File: src/rtl/ifc_call_arbiter_if.sv
// Requester/resource bundle for the shared call arbiter.
// master: requesters plus the resource model; slave: the arbiter.
interface ifc_call_arbiter_if #(
    parameter int unsigned NREQ = 4,
    parameter int unsigned DW   = 8
);
    logic [NREQ-1:0]    req;
    logic [NREQ*DW-1:0] req_arg;
    logic [NREQ-1:0]    lock;
    logic [NREQ-1:0]    gnt;
    logic [NREQ-1:0]    rsp_valid;
    logic [DW-1:0]      rsp_data;
    logic               rsp_err;
    logic               call_valid;
    logic [DW-1:0]      call_arg;
    logic               call_ready;
    logic               call_done;
    logic [DW-1:0]      call_result;

    modport master (
        output req, req_arg, lock, call_ready, call_done, call_result,
        input  gnt, rsp_valid, rsp_data, rsp_err, call_valid, call_arg
    );

    modport slave (
        input  req, req_arg, lock, call_ready, call_done, call_result,
        output gnt, rsp_valid, rsp_data, rsp_err, call_valid, call_arg
    );
endinterface

File: src/rtl/ifc_call_arbiter.sv
// Round-robin arbiter sharing one exported-function resource among NREQ requesters.
// Optional IFC_ARB_LOCK_EN: lock hint re-grants the same requester up to 4 times in a row.
module ifc_call_arbiter #(
    parameter int unsigned NREQ    = 4,
    parameter int unsigned DW      = 8,
    parameter int unsigned TIMEOUT = 15
) (
    input logic               clk,
    input logic               rst_n,
    ifc_call_arbiter_if.slave bus
);
    localparam int unsigned IW       = (NREQ > 1) ? $clog2(NREQ) : 1;
    localparam int unsigned CW       = 8;
    localparam int unsigned LOCK_MAX = 4;

    typedef enum logic [1:0] {IDLE, ISSUE, WAIT} state_t;

    state_t          state_q, state_d;
    logic [IW-1:0]   id_q, id_d, last_q, last_d;
    logic [CW-1:0]   cnt_q, cnt_d;
    logic [NREQ-1:0] gnt_q, gnt_d, rspv_q, rspv_d;
    logic [DW-1:0]   rdata_q, rdata_d, carg_q, carg_d;
    logic            rerr_q, rerr_d, cvalid_q, cvalid_d;

    logic            rr_found;
    logic [IW-1:0]   rr_id, rr_idx;
    logic            pick_valid;
    logic [IW-1:0]   pick_id;
    logic [DW-1:0]   pick_arg;

    // First requesting index after the last grant, wrapping.
    always_comb begin
        rr_found = 1'b0;
        rr_id    = last_q;
        rr_idx   = last_q;
        for (int k = 1; k <= int'(NREQ); k++) begin
            rr_idx = IW'((int'(last_q) + k) % int'(NREQ));
            if (!rr_found && bus.req[rr_idx]) begin
                rr_found = 1'b1;
                rr_id    = rr_idx;
            end
        end
    end

`ifdef IFC_ARB_LOCK_EN
    logic       lock_q, lock_d;
    logic [2:0] run_q, run_d;

    always_comb begin
        pick_valid = rr_found;
        pick_id    = rr_id;
        if (lock_q && bus.req[last_q]) begin
            pick_valid = 1'b1;
            pick_id    = last_q;
        end
    end
`else
    logic unused_lock;
    assign unused_lock = ^bus.lock;

    always_comb begin
        pick_valid = rr_found;
        pick_id    = rr_id;
    end
`endif

    always_comb begin
        pick_arg = '0;
        for (int i = 0; i < int'(NREQ); i++) begin
            if (IW'(i) == pick_id) pick_arg = bus.req_arg[i*DW +: DW];
        end
    end

    // Next-state and next-output logic; every registered output is computed here.
    always_comb begin
        state_d  = state_q;
        id_d     = id_q;
        last_d   = last_q;
        cnt_d    = cnt_q;
        gnt_d    = gnt_q;
        rspv_d   = '0;
        rdata_d  = rdata_q;
        rerr_d   = 1'b0;
        cvalid_d = cvalid_q;
        carg_d   = carg_q;
`ifdef IFC_ARB_LOCK_EN
        lock_d   = lock_q;
        run_d    = run_q;
`endif
        case (state_q)
            IDLE: begin
                if (pick_valid) begin
                    id_d     = pick_id;
                    gnt_d    = NREQ'(1) << pick_id;
                    cvalid_d = 1'b1;
                    carg_d   = pick_arg;
                    state_d  = ISSUE;
`ifdef IFC_ARB_LOCK_EN
                    lock_d   = 1'b0;
                    run_d    = (pick_id == last_q) ?
                               ((run_q < 3'(LOCK_MAX)) ? run_q + 3'd1 : run_q) : 3'd1;
`endif
                end
            end
            ISSUE: begin
                if (bus.call_ready) begin
                    cvalid_d = 1'b0;
                    cnt_d    = '0;
                    state_d  = WAIT;
                end
            end
            WAIT: begin
                if (bus.call_done || cnt_q == CW'(TIMEOUT - 1)) begin
                    rspv_d  = NREQ'(1) << id_q;
                    rdata_d = bus.call_done ? bus.call_result : '0;
                    rerr_d  = !bus.call_done;
                    gnt_d   = '0;
                    last_d  = id_q;
                    state_d = IDLE;
`ifdef IFC_ARB_LOCK_EN
                    lock_d  = bus.lock[id_q] && (run_q < 3'(LOCK_MAX));
`endif
                end else begin
                    cnt_d = cnt_q + CW'(1);
                end
            end
            default: state_d = IDLE;
        endcase
    end

    always_ff @(posedge clk or negedge rst_n) begin
        if (!rst_n) begin
            state_q  <= IDLE;
            id_q     <= '0;
            last_q   <= IW'(NREQ - 1);
            cnt_q    <= '0;
            gnt_q    <= '0;
            rspv_q   <= '0;
            rdata_q  <= '0;
            rerr_q   <= 1'b0;
            cvalid_q <= 1'b0;
            carg_q   <= '0;
`ifdef IFC_ARB_LOCK_EN
            lock_q   <= 1'b0;
            run_q    <= '0;
`endif
        end else begin
            state_q  <= state_d;
            id_q     <= id_d;
            last_q   <= last_d;
            cnt_q    <= cnt_d;
            gnt_q    <= gnt_d;
            rspv_q   <= rspv_d;
            rdata_q  <= rdata_d;
            rerr_q   <= rerr_d;
            cvalid_q <= cvalid_d;
            carg_q   <= carg_d;
`ifdef IFC_ARB_LOCK_EN
            lock_q   <= lock_d;
            run_q    <= run_d;
`endif
        end
    end

    assign bus.gnt        = gnt_q;
    assign bus.rsp_valid  = rspv_q;
    assign bus.rsp_data   = rdata_q;
    assign bus.rsp_err    = rerr_q;
    assign bus.call_valid = cvalid_q;
    assign bus.call_arg   = carg_q;
endmodule
File: src/flat_wrapper.sv
// flat-port wrapper written by rule: the top's interface ports become plain ports
module ifc_call_arbiter_flat 
#(
    parameter int unsigned NREQ    = 4,
    parameter int unsigned DW      = 8,
    parameter int unsigned TIMEOUT = 15
)
  (clk, rst_n, bus_req, bus_req_arg, bus_lock, bus_call_ready, bus_call_done, bus_call_result, bus_gnt, bus_rsp_valid, bus_rsp_data, bus_rsp_err, bus_call_valid, bus_call_arg);
  ifc_call_arbiter_if #(.NREQ(NREQ), .DW(DW)) bus_i ();
  input logic clk;
  input logic rst_n;
  input wire logic [$bits(bus_i.req)-1:0] bus_req;
  input wire logic [$bits(bus_i.req_arg)-1:0] bus_req_arg;
  input wire logic [$bits(bus_i.lock)-1:0] bus_lock;
  input wire logic [$bits(bus_i.call_ready)-1:0] bus_call_ready;
  input wire logic [$bits(bus_i.call_done)-1:0] bus_call_done;
  input wire logic [$bits(bus_i.call_result)-1:0] bus_call_result;
  output wire logic [$bits(bus_i.gnt)-1:0] bus_gnt;
  output wire logic [$bits(bus_i.rsp_valid)-1:0] bus_rsp_valid;
  output wire logic [$bits(bus_i.rsp_data)-1:0] bus_rsp_data;
  output wire logic [$bits(bus_i.rsp_err)-1:0] bus_rsp_err;
  output wire logic [$bits(bus_i.call_valid)-1:0] bus_call_valid;
  output wire logic [$bits(bus_i.call_arg)-1:0] bus_call_arg;
  assign bus_i.req = bus_req;
  assign bus_i.req_arg = bus_req_arg;
  assign bus_i.lock = bus_lock;
  assign bus_i.call_ready = bus_call_ready;
  assign bus_i.call_done = bus_call_done;
  assign bus_i.call_result = bus_call_result;
  assign bus_gnt = bus_i.gnt;
  assign bus_rsp_valid = bus_i.rsp_valid;
  assign bus_rsp_data = bus_i.rsp_data;
  assign bus_rsp_err = bus_i.rsp_err;
  assign bus_call_valid = bus_i.call_valid;
  assign bus_call_arg = bus_i.call_arg;
  ifc_call_arbiter #(.NREQ(NREQ), .DW(DW), .TIMEOUT(TIMEOUT)) u_core (.clk(clk), .rst_n(rst_n), .bus(bus_i));
endmodule
File: config.mk
export PLATFORM = sky130hd
export DESIGN_NAME = ifc_call_arbiter_flat
export DESIGN_NICKNAME = d
export VERILOG_FILES = /design/src/rtl/ifc_call_arbiter_if.sv /design/src/rtl/ifc_call_arbiter.sv /design/src/flat_wrapper.sv
export SDC_FILE = /design/constraint.sdc
export NUM_CORES = 1
export LEC_CHECK = 0
export ABC_AREA = 1
export ABC_CLOCK_PERIOD_IN_PS = 1900
export BUFFER_PORTS_ARGS = -buffer_cell sky130_fd_sc_hd__buf_4
export CORE_AREA = 2 2 75 77
export CTS_CLUSTER_DIAMETER = 100
export DETAILED_ROUTE_END_ITERATION = 10
export DIE_AREA = 0 0 77 79
export GPL_TIMING_DRIVEN = 0
export PLACE_DENSITY = 0.73
export SYNTH_ARGS = -nofsm -noshare
export SYNTH_HDL_FRONTEND = slang
export SYNTH_SLANG_ARGS = --single-unit
File: constraint.sdc
create_clock -name clk -period 1.9 [get_ports clk]
set_input_delay 0.19 -clock clk [delete_from_list [all_inputs] [get_ports clk]]
set_output_delay 0.19 -clock clk [all_outputs]
set_load 0.03 [all_outputs]
==> results.md, run 1 <==
- Status: complete, but fails checks
- Failing checks: setup timing
- RSZ-0062 raised after global routing: yes
- Root Buffer: clkbuf_8
- Iteration-0 DRC Markers: 157
- Gr ovfl total: 0
- CTS sink count: 40
- Post-Synthesis Mean Instance Area: 7.37 sq um
- Post-synthesis register bit count: 40
- Synth cell types: 32
- Final HPWL DP: 4080 microns
- Setup ws final: -0.125 ns
- Post-layout util: 62.8%
- Max-slew headroom: 66.8%
- Diodes inserted: 0
- # IOs: 78
- Register Area: 0.00100 sq mm
- Drt first pass iters: 4
- CP Launch Type: flop
- I/O Buffers: 72
- Arrival time of the worst setup path: 2.25 ns
- Clock-pin slew on the worst setup and hold paths: 0.08 ns
- Die Wd: 77 microns
- Top cells by count, synth: nand2_1 (98), dfrtp_1 (38), nand3_1 (32)
- Period utilization: 107%
- H-tree depth: 2
- Residual DRC count: 0
- Synth Instances: 309
- Num CTS Buffers: 5
- Core area: 0.00534 sq mm
- Grt peak-use layer: met2
- Sequential element share of the synthesized area: 44.1%
- Worst skew pair latency: 0.29 ns
- P per Cell Area: 2120 mW/mm^2
- Die Ht: 79 microns
- Fillers: 490
- Cell taking the most area after synthesis: dfrtp_1
- Worst Path Required: 2.12 ns
- Yosys top cell area share: 41.8%
- Post-route ant nets: 0
- CTS tree: done
- Internal power: 3570 uW
- Net Sw Frac: 49.7%
- Ranking of synthesized cells by area: dfrtp_1 (42%), nand2_1 (16%), nand3_1 (7.0%)
- Max Cap Viol: 0
- Count leader, synth: nand2_1
- Clk network pwr share: 9.8%
- Slew Limit Fails: 0
- Largest net degree at the start of global routing: 41
- Worst-path cell chain: buf_6 > inv_8 > nand2_2 > nand2_2 > nand2_2 > nand2_4 > or2_4 > nand3_4 > buf_4 > nand3_4 > nand2_2 > nand2_1 > o21ai_1
- Worst Hold Class: primary input to flop
- Most frequent CP cell: nand2_2
- Post-Syn Nets: 363
- Final Critical Period: 2.03 ns
- Routed vias: 2312
- Slowest CP cell: dfstp_2
- CP Capture Type: flop
- Placer Congestion: 0.865
- Worst IR drop on VDD: 0.00114 V
- Final setup violation count: 11
- NumNets Final: 463
- Worst path max stage delay: 0.53 ns
- Die Area: 0.00608 sq mm
- Hold Slack: 0.0775 ns
- Final hold violation count: 0
- Total Wirelength: 5970 microns
- Max Buffers Root-to-Sink: 2
- Leak pwr: 0.00175 uW
- Max Clk Rate: 494 MHz
- Area grow syn2layout: 47.1%
- Setup_tns: -0.897 ns
- Global-route wire length before repair: 9470 microns
- Starting Density: 42.7%
- Overall routing resource usage: 19.4%
- Post-synth EDFFs: 0
- Comb pwr share: 70.6%
- Cell Rows: 27
- Ys async rst share: 100%
- Post-Syn Area: 0.00228 sq mm
- Max Fanout on Critical Path: 9
- Multi-input logic area: 0.00122 sq mm
- Routed len/inst: 12.4 microns
- Worst slack, placed: -0.194 ns
- Initial antenna violation count: 0
- DR vias/cell: 4.80
- Seq pwr share: 19.6%
- Clock skew: 0.00254 ns
- GRT met1 Usage: 26.3%
- Synth Flop Type: dfrtp_1
- Met3 Resource Use GR: 3.64%
- Ys Warns: 0
- Slew @ Worst Pin: 0.498 ns
- Grt met2 use: 31.0%
- Crit path kind: flop to flop
- Sw power: 3530 uW
- Vias in the first global route: 2103
- Share of layout cells above drive strength 1: 38.0%
flip-flops by register name, indices dropped and copies added (netlist names), 2 cells and up:
signal and cells:
u_core.bus.call_arg 8, u_core.bus.rsp_data 8, u_core.cnt_q 8, u_core.bus.gnt 4
u_core.bus.rsp_valid 4, u_core.id_q 2, u_core.last_q 2, u_core.state_q 2
per-stage QoR:
stage,instance area [sq um],cells,total power [uW]
final,3350,482,7100
after global routing,3350,482,7640
after CTS,3180,470,6460
after detailed placement,2910,453,5250
after global placement,2910,453,5180
after floorplan,2280,309,4240
repair_timing:
item | 4_1_cts | 5_1_grt
hold buffers | 1 | 0
hold endpoints to repair | 38 | 0
pin swaps | 13 | 19
setup buffers | 8 | 12
cloned | 0 | 0
setup endpoints to repair | 24 | 27
gates resized for setup | 22 | 27
placed cells by master, fill, tap and decap left out, types with 8 or more instances in the layout:
cell type / synthesis / routed
nand2_4: 2 / 9
nand2_1: 98 / 89
dfrtp_1: 38 / 38
nand3_1: 32 / 28
a21oi_1: 10 / 9
buf_4: 2 / 91
o21ai_1: 7 / 8
nand2_2: 11 / 12
nor2_1: 30 / 26
inv_1: 30 / 29
cell type report:
cell class,instances,area share [%]
clock inverter,3,1.27
sequential,40,30.0
buffer,7,1.87
clock buffer,5,2.05
multi-input combinational,226,36.5
timing repair buffer,93,21.1
inverter,36,4.56
tap,72,2.69
power groups by stage:
stage,Combinational (uW),Clock (uW),Sequential (uW)
final,5010,695,1400
after floorplan,2470,0,1770
after CTS,4360,705,1400
after detailed placement,3840,0,1410
after global placement,3780,0,1400
after global routing,5470,734,1430
final timing paths:
check	startpoint	to	slack, ns	cells after the start
worst min register to register	u_core.bus.rsp_data[5]$_DFFE_PN0P_	u_core.bus.rsp_data[5]$_DFFE_PN0P_	0.48	2
min in group asynchronous	rst_n	u_core.cnt_q[5]$_DFFE_PN0P_	0.40	2
worst max-delay path	u_core.last_q[0]$_DFFE_PN1P_	u_core.bus.call_arg[3]$_DFFE_PN0P_	-0.13	13
max in group asynchronous	rst_n	u_core.last_q[0]$_DFFE_PN1P_	1.14	2
worst max register to register	u_core.last_q[0]$_DFFE_PN1P_	u_core.bus.call_arg[3]$_DFFE_PN0P_	-0.13	13
worst min-delay path	bus_call_ready	u_core.state_q[0]$_DFFE_PN0P_	0.08	2
cell families (layout without fill, tap and decap cells):
family	count (synthesis)	in the layout	share of synthesized area, %
simple gates	194	194	39.5
buf+inv	43	144	8.13
flops	40	40	44.1
compound gates	29	29	6.87
fa+ha+maj	2	2	1.10
xor+xnor	1	1	0.385
layer usage:
metal | vias up | routed length (microns)
li1 | 1179 | -
met4 | 0 | 62
met5 | - | 0
met1 | 1046 | 2680
met3 | 6 | 348
met2 | 81 | 2880
critical path: cells and delay by family, from the launching register on:
family | cells | cell delay [ns]
AOI/OAI and AO/OA | 1 | 0.13
buffers and inverters | 3 | 0.33
DFF | 1 | 0.53
and+or+nand+nor | 9 | 0.95
Power figures use the tool's default switching activity.
==> run 2, diff against run 1 <==
--- a/config.mk
+++ b/config.mk
@@ -5,13 +5,13 @@
 export SDC_FILE = /design/constraint.sdc
 export NUM_CORES = 1
 export LEC_CHECK = 0
-export ABC_AREA = 1
 export ABC_CLOCK_PERIOD_IN_PS = 1900
 export BUFFER_PORTS_ARGS = -buffer_cell sky130_fd_sc_hd__buf_4
-export CORE_AREA = 2 2 75 77
+export CAP_MARGIN = 25
+export CORE_AREA = 2 2 71 73
 export CTS_CLUSTER_DIAMETER = 100
 export DETAILED_ROUTE_END_ITERATION = 10
-export DIE_AREA = 0 0 77 79
+export DIE_AREA = 0 0 73 75
 export GPL_TIMING_DRIVEN = 0
 export PLACE_DENSITY = 0.73
 export SYNTH_ARGS = -nofsm -noshare
==> results.md, run 2 <==
- Commonest non-fill, non-tap cell in the layout: buf_4
- Post-synth EDFFs: 0 (unchanged)
- Final Critical Period: 1.79 ns (-0.239 ns)
- CP Launch Type: flop
- Xor and xnor fraction of the mapped netlist area: 1.34% (+0.96 points)
- I/O Buffers: 73 (+1.4%)
- Residual DRC count: 0 (unchanged)
- Final hold violation count: 0 (unchanged)
- Drt first pass iters: 4 (unchanged)
- Cell taking the most area after synthesis: dfrtp_1
- Fraction of the mapped netlist area in compound gates: 15.4% (+8.5 points)
- Share of layout cells above drive strength 1: 36.4% (-1.7 points)
- Ys Warns: 0 (unchanged)
- Ys async rst share: 100% (unchanged)
- Largest family of logic cells by synthesized area: simple AND/OR/NAND/NOR gates
- Final setup violation count: 0 (-11)
- Area grow syn2layout: 37.3%
- NumNets Final: 317 (-32%)
- Total Wirelength: 4540 microns (-24%)
- Seq pwr share: 35.7% (+16 points)
- Num CTS Buffers: 5 (unchanged)
- RSZ-0062 raised after global routing: no
- Worst skew pair latency: 0.29 ns (about the same)
- Internal power: 2270 uW (-36%)
- Fillers: 391 (-20%)
- Overall routing resource usage: 17.3% (-2.1 points)
- Sw power: 1640 uW (-54%)
- Cell Rows: 25 (-7.4%)
- Comb pwr share: 50.5% (-20 points)
- Max Cap Viol: 0 (unchanged)
- Final Non-Filler Cells: 318 (-34%)
- Largest net degree at the start of global routing: 41 (unchanged)
- GRT met1 Usage: 21.7% (-4.6 points)
- Top cells by count, synth: dfrtp_1 (38), nand2_1 (25), mux2i_1 (12)
- # IOs: 78 (unchanged)
- Ranking of synthesized cells by area: dfrtp_1 (49%), mux2i_1 (6.1%), nand2_1 (4.8%)
- Routed len/inst: 14.3 microns (+15%)
- Root Buffer: clkbuf_8
- Yosys top cell area share: 48.5% (+6.7 points)
- Post-synthesis adder-cell area fraction: 1.28% (+0.18 points)
- Global-route wire length before repair: 7240 microns (-24%)
- Register Area: 0.00100 sq mm (unchanged)
- Post-Syn Nets: 236 (-35%)
- Slew Limit Fails: 0 (unchanged)
- CTS sink count: 40 (unchanged)
- Worst Hold Class: primary input to flop
- Iteration-0 DRC Markers: 48 (-69%)
- Leak pwr: 0.00132 uW (-25%)
- Final HPWL DP: 3380 microns (-17%)
- Synth Flop Type: dfrtp_1
- Routed vias: 1645 (-29%)
- Worst IR drop on VDD: 0.000641 V (-44%)
- Cells after DPL: 309 (-32%)
- Gr ovfl total: 0 (unchanged)
- Initial antenna violation count: 0 (unchanged)
- Synth cell types: 42 (+31%)
- Clock-pin slew on the worst setup and hold paths: 0.07 ns (about the same)
- CTS tree: done
- Max Clk Rate: 560 MHz (+13%)
- Die Wd: 73 microns (-5.2%)
- Setup_tns: 0 ns (+0.897 ns)
- Reg2reg setup slack: 0.11 ns (+0.24 ns)
- Synth Instances: 182 (-41%)
- Slew @ Worst Pin: 0.600 ns (+0.102 ns)
- Hold Slack: 0.0943 ns (+0.0167 ns)
- Count leader, synth: dfrtp_1
- Arrival time of the worst setup path: 1.94 ns (-0.31 ns)
- Post-Synthesis Mean Instance Area: 10.8 sq um (+46%)
- Placer Congestion: 0.739 (-15%)
- H-tree depth: 2 (unchanged)
- P per Cell Area: 1450 mW/mm^2 (-31%)
- Period utilization: 94.0% (-13 points)
- Post-Synth Simple-Gate Area: 19.7% (-20 points)
- Post-route ant nets: 0 (unchanged)
- Die Area: 0.00548 sq mm (-10%)
- Multi-input logic area: 912 sq um (-25%)
- Vias in the first global route: 1568 (-25%)
- Die Ht: 75 microns (-5.1%)
- Crit path kind: flop to flop
- Diodes inserted: 0 (unchanged)
- Clk network pwr share: 13.8% (+4.0 points)
- Core area: 0.00466 sq mm (-13%)
- Status: finished, final reports clean
- Worst Path Required: 2.05 ns (-0.07 ns)
- Max-slew headroom: 59.6% (-7.1 points)
- Clock skew: 0.0105 ns (+0.00796 ns)
- Met3 Resource Use GR: 4.82% (+1.2 points)
- Net Sw Frac: 41.9% (-7.8 points)
- Most frequent cells in the layout: buf_4 (74), dfrtp_1 (38), nand2_1 (25)
- Max Buffers Root-to-Sink: 2 (unchanged)
- Post-synthesis register bit count: 40 (unchanged)
- Post-Syn Area: 0.00196 sq mm (-14%)
- Max Fanout on Critical Path: 10 (+1)
- Starting Density: 42.1% (-0.60 points)
- Grt met2 use: 28.7% (-2.2 points)
- Sequential element share of the synthesized area: 51.2% (+7.1 points)
- Mux cell area share after synthesis: 7.66% (+7.7 points)
- DR vias/cell: 5.17 (+7.8%)
- Grt peak-use layer: met2
- CP Capture Type: flop
[run 2: cell types whose count changed in the layout (fill, tap and decap cells not counted), moves of 6 or more]
cell      change
nand2_1      -64
inv_1        -23
buf_4        -17
o221ai_1      +6
nor2_1       -19
a22o_1        +8
mux2i_1      +12
nand2_2      -12
o21ai_1       -7
nand3_1      -18
a21oi_1       -6
nand2_4       -8
[run 2: power groups by stage]
stage,combinational [uW],sequential (uW),clock (uW)
floorplan,931,1770,0
global placement,1910,1400,0
detailed placement,1960,1400,0
CTS,1970,1390,557
global route,2130,1440,601
finish,1980,1400,539
[run 2: routing by layer]
layer | share of wire, % | up-vias | wire [microns]
met4 | 1.3 | 0 | 59
met1 | 43 | 777 | 1940
met5 | 0 | - | 0
li1 | - | 822 | -
met3 | 4.1 | 5 | 188
met2 | 52 | 41 | 2350
[run 2: layout make-up]
| cell class | count | area share, % |
|---|---|---|
| plain buffers | 7 | 1.77 |
| clock buffers | 7 | 2.83 |
| clock inverters | 1 | 0.186 |
| inverters | 6 | 0.836 |
| multi-input cells | 129 | 33.9 |
| flip-flops and latches | 40 | 37.3 |
| well taps | 54 | 2.51 |
| repair buffers | 74 | 20.7 |
[run 2: critical path, stage by stage (launching register included)]
cell and delay [ns]:
dfstp_2 0.62, nand2b_4 0.16, a32oi_4 0.14, nand2_4 0.16, buf_6 0.19, mux2i_1 0.22, o221ai_1 0.15
[run 2: worst paths after layout]
check | endpoint | depth (start not counted) | from
min | u_core.state_q[0]$_DFFE_PN0P_ | 2 | bus_call_ready
max reg2reg | u_core.bus.call_arg[7]$_DFFE_PN0P_ | 6 | u_core.last_q[1]$_DFFE_PN1P_
max in group asynchronous | u_core.last_q[0]$_DFFE_PN1P_ | 2 | rst_n
min reg2reg | u_core.bus.call_arg[0]$_DFFE_PN0P_ | 2 | u_core.bus.call_arg[0]$_DFFE_PN0P_
max | u_core.bus.call_arg[7]$_DFFE_PN0P_ | 6 | u_core.last_q[1]$_DFFE_PN1P_
min in group asynchronous | u_core.cnt_q[7]$_DFFE_PN0P_ | 2 | rst_n
[run 2: kinds of logic after synthesis]
| logic type | Yosys count |
|---|---|
| AND/OR/NAND/NOR | 72 |
| flip-flops | 40 |
| AO/OA/AOI/OAI | 38 |
| multiplexers | 14 |
| buffers and inverters | 13 |
| XOR/XNOR | 3 |
| adder cells (fa/ha/maj) | 2 |
[run 2: repair_timing]
| item | 4_1_cts | 5_1_grt |
|---|---|---|
| gates resized for setup | 1 | 4 |
| buffers inserted | 0 | 0 |
| endpoints found under the setup margin | 10 | 9 |
| hold buffers | 1 | 0 |
| endpoints found under the hold margin | 38 | 0 |
[run 2: through the flow]
| step | total power, uW | utilization (%) | setup slack (ns) | area, sq um |
|---|---|---|---|---|
| 2_1_floorplan | 2700 | - | 0.228 | 1960 |
| 3_3_place_gp | 3310 | 55.3 | -0.00821 | 2580 |
| 3_5_place_dp | 3370 | 55.3 | -0.0582 | 2580 |
| 4_1_cts | 3920 | 57.3 | 0.0606 | 2670 |
| 5_1_grt | 4170 | 57.8 | 0.00926 | 2690 |
| 6_report | 3910 | 57.8 | 0.114 | 2690 |
==> run 3, diff against run 2 <==
--- a/config.mk
+++ b/config.mk
@@ -9,11 +9,13 @@
 export BUFFER_PORTS_ARGS = -buffer_cell sky130_fd_sc_hd__buf_4
 export CAP_MARGIN = 25
 export CORE_AREA = 2 2 71 73
-export CTS_CLUSTER_DIAMETER = 100
+export CTS_CLUSTER_DIAMETER = 150
 export DETAILED_ROUTE_END_ITERATION = 10
 export DIE_AREA = 0 0 73 75
 export GPL_TIMING_DRIVEN = 0
+export HOLD_SLACK_MARGIN = 0.1
 export PLACE_DENSITY = 0.73
+export SETUP_SLACK_MARGIN = 0.3
 export SYNTH_ARGS = -nofsm -noshare
 export SYNTH_HDL_FRONTEND = slang
 export SYNTH_SLANG_ARGS = --single-unit
==> results.md, run 3 (synthesis results as in run 2) <==
- Period utilization: 87.7% (-6.3 points)
- CTS sink count: 40 (unchanged)
- Slew @ Worst Pin: 0.726 ns (+0.126 ns)
- Total Power: 4350 uW (+11%)
- Cells after DPL: 309 (unchanged)
- Worst-path cell chain: inv_2 > a32oi_4 > nand2_4 > mux2_4 > o221a_1
- Vias in the first global route: 1709 (+9.0%)
- Clock skew: 0.00489 ns (-0.00560 ns)
- Worst path max stage delay: 0.58 ns (-0.04 ns)
- CP Capture Type: flop
- CTS tree: done
- Max-slew headroom: 51.1% (-8.5 points)
- Leak pwr: 0.00143 uW (+8.8%)
- Routed len/inst: 14.4 microns (+1.1%)
- Overall routing resource usage: 17.8% (+0.46 points)
- Global-route wire length before repair: 7560 microns (+4.5%)
- Drt first pass iters: 4 (unchanged)
- Area grow syn2layout: 49.8%
- # IOs: 78 (unchanged)
- DR vias/cell: 5.27 (+1.9%)
- RSZ-0062 raised after global routing: yes
- Worst Path Required: 2.08 ns (+0.03 ns)
- CP Launch Type: flop
- NumNets Final: 332 (+4.7%)
- Die Wd: 73 microns (unchanged)
- Most frequent cells in the layout: buf_4 (83), dfrtp_1 (36), nand2_1 (23)
- Share of layout cells above drive strength 1: 45.2% (+8.8 points)
- Residual DRC count: 0 (unchanged)
- Slowest CP cell: dfstp_2
- Final Critical Period: 1.67 ns (-0.119 ns)
- Clock-pin slew on the worst setup and hold paths: 0.07 ns (about the same)
- Core area: 0.00466 sq mm (unchanged)
- Total Wirelength: 4800 microns (+5.9%)
- Max Buffers Root-to-Sink: 2 (unchanged)
- H-tree depth: 2 (unchanged)
- Max Fanout on Critical Path: 5 (-5)
- Status: finished, final reports clean
- I/O Buffers: 73 (unchanged)
- Fillers: 395 (+1.0%)
- Max Clk Rate: 600 MHz (+7.1%)
- Gr ovfl total: 0 (unchanged)
- Slew Limit Fails: 0 (unchanged)
- Num CTS Buffers: 5 (unchanged)
- Arrival time of the worst setup path: 1.84 ns (-0.10 ns)
- Starting Density: 42.1% (unchanged)
- Worst path top cell family by delay: flip-flops
- P per Cell Area: 1480 mW/mm^2 (+2.0%)
- Routed vias: 1756 (+6.7%)
- Initial antenna violation count: 0 (unchanged)
- Worst skew pair latency: 0.29 ns (about the same)
- Crit path buf inv count: 1 (unchanged)
- Setup_tns: 0 ns (unchanged)
- Final hold violation count: 0 (unchanged)
- Die Area: 0.00548 sq mm (unchanged)
- Iteration-0 DRC Markers: 100 (+110%)
- Die Ht: 75 microns (unchanged)
- Root Buffer: clkbuf_8
- Commonest non-fill, non-tap cell in the layout: buf_4
- Cell Rows: 25 (unchanged)
- Final setup violation count: 0 (unchanged)
- Final Non-Filler Cells: 333 (+4.7%)
- Largest net degree at the start of global routing: 41 (unchanged)
- Worst IR drop on VDD: 0.000684 V (+6.7%)
- Max Cap Viol: 0 (unchanged)
- Diodes inserted: 0 (unchanged)
- Crit path kind: flop to flop
- Placer Congestion: 0.728 (-1.5%)
- Worst Hold Class: primary input to flop
- Final HPWL DP: 3310 microns (-2.1%)
- Post-route ant nets: 0 (unchanged)
[run 3: cell count changes in the layout (fill, tap and decap cells not counted), moves of 2 or more]
cell	before	now
nand2_2	0	2
buf_12	0	3
dfrtp_2	0	2
and3_1	4	2
dfrtp_1	38	36
nand2_1	25	23
buf_4	74	83
[run 3: area by class of cell]
| class | instances | area, sq um | area share, % |
|---|---|---|---|
| clock inverters | 2 | 35.0 | 1.19 |
| flip-flops and latches | 40 | 1010 | 34.2 |
| repair buffers | 89 | 699 | 23.8 |
| clock buffers | 6 | 72.6 | 2.47 |
| plain buffers | 7 | 61.3 | 2.09 |
| inverters | 6 | 22.5 | 0.767 |
| multi-input cells | 129 | 973 | 33.1 |
| well taps | 54 | 67.6 | 2.30 |
[run 3: repair_timing]
action | CTS | global route
resized for setup | 13 | 12
gates cloned | 0 | 1
buffers inserted | 6 | 7
hold buffers | 2 | 0
endpoints found under the hold margin | 39 | 0
pin swaps | 3 | 4
setup endpoints to repair | 24 | 24
[run 3: worst paths after layout]
| kind | slack [ns] | start | to | depth (start not counted) |
|---|---|---|---|---|
| worst max-delay path | 0.23 | u_core.last_q[0]$_DFFE_PN1P_ | u_core.bus.call_arg[3]$_DFFE_PN0P_ | 5 |
| worst min-delay path | 0.12 | bus_call_result[4] | u_core.bus.rsp_data[4]$_DFFE_PN0P_ | 2 |
| worst max register to register | 0.23 | u_core.last_q[0]$_DFFE_PN1P_ | u_core.bus.call_arg[3]$_DFFE_PN0P_ | 5 |
| worst min register to register | 0.50 | u_core.bus.call_arg[0]$_DFFE_PN0P_ | u_core.bus.call_arg[0]$_DFFE_PN0P_ | 2 |
| max in group asynchronous | 1.13 | rst_n | u_core.state_q[0]$_DFFE_PN0P_ | 2 |
| min in group asynchronous | 0.41 | rst_n | u_core.cnt_q[2]$_DFFE_PN0P_ | 2 |
[run 3: per-stage QoR]
step	hold WS [ns]	util, %	instance area [sq um]	worst slack, ns
floorplan	-0.106	-	1960	0.297
global placement	0.193	55.4	2580	0.116
detailed placement	0.195	55.4	2580	0.0651
CTS	0.111	60.7	2830	0.252
global route	0.105	63.0	2940	0.152
finish	0.119	63.0	2940	0.233
[run 3: metal layers]
layer  global-route usage [%]  routed length, microns  vias to the layer above
met5                        0                       0                        -
met4                     5.35                      37                        0
met3                     4.55                     232                        4
met2                     31.3                    2570                       46
met1                     21.6                    1960                      850
li1                         -                       -                      856
[run 3: power breakdown]
part           switching, uW  total [uW]  internal, uW  leakage (uW)
logic                   1210        2290          1090      0.000869
registers                228        1390          1160      0.000508
clock network            280         670           389     0.0000552
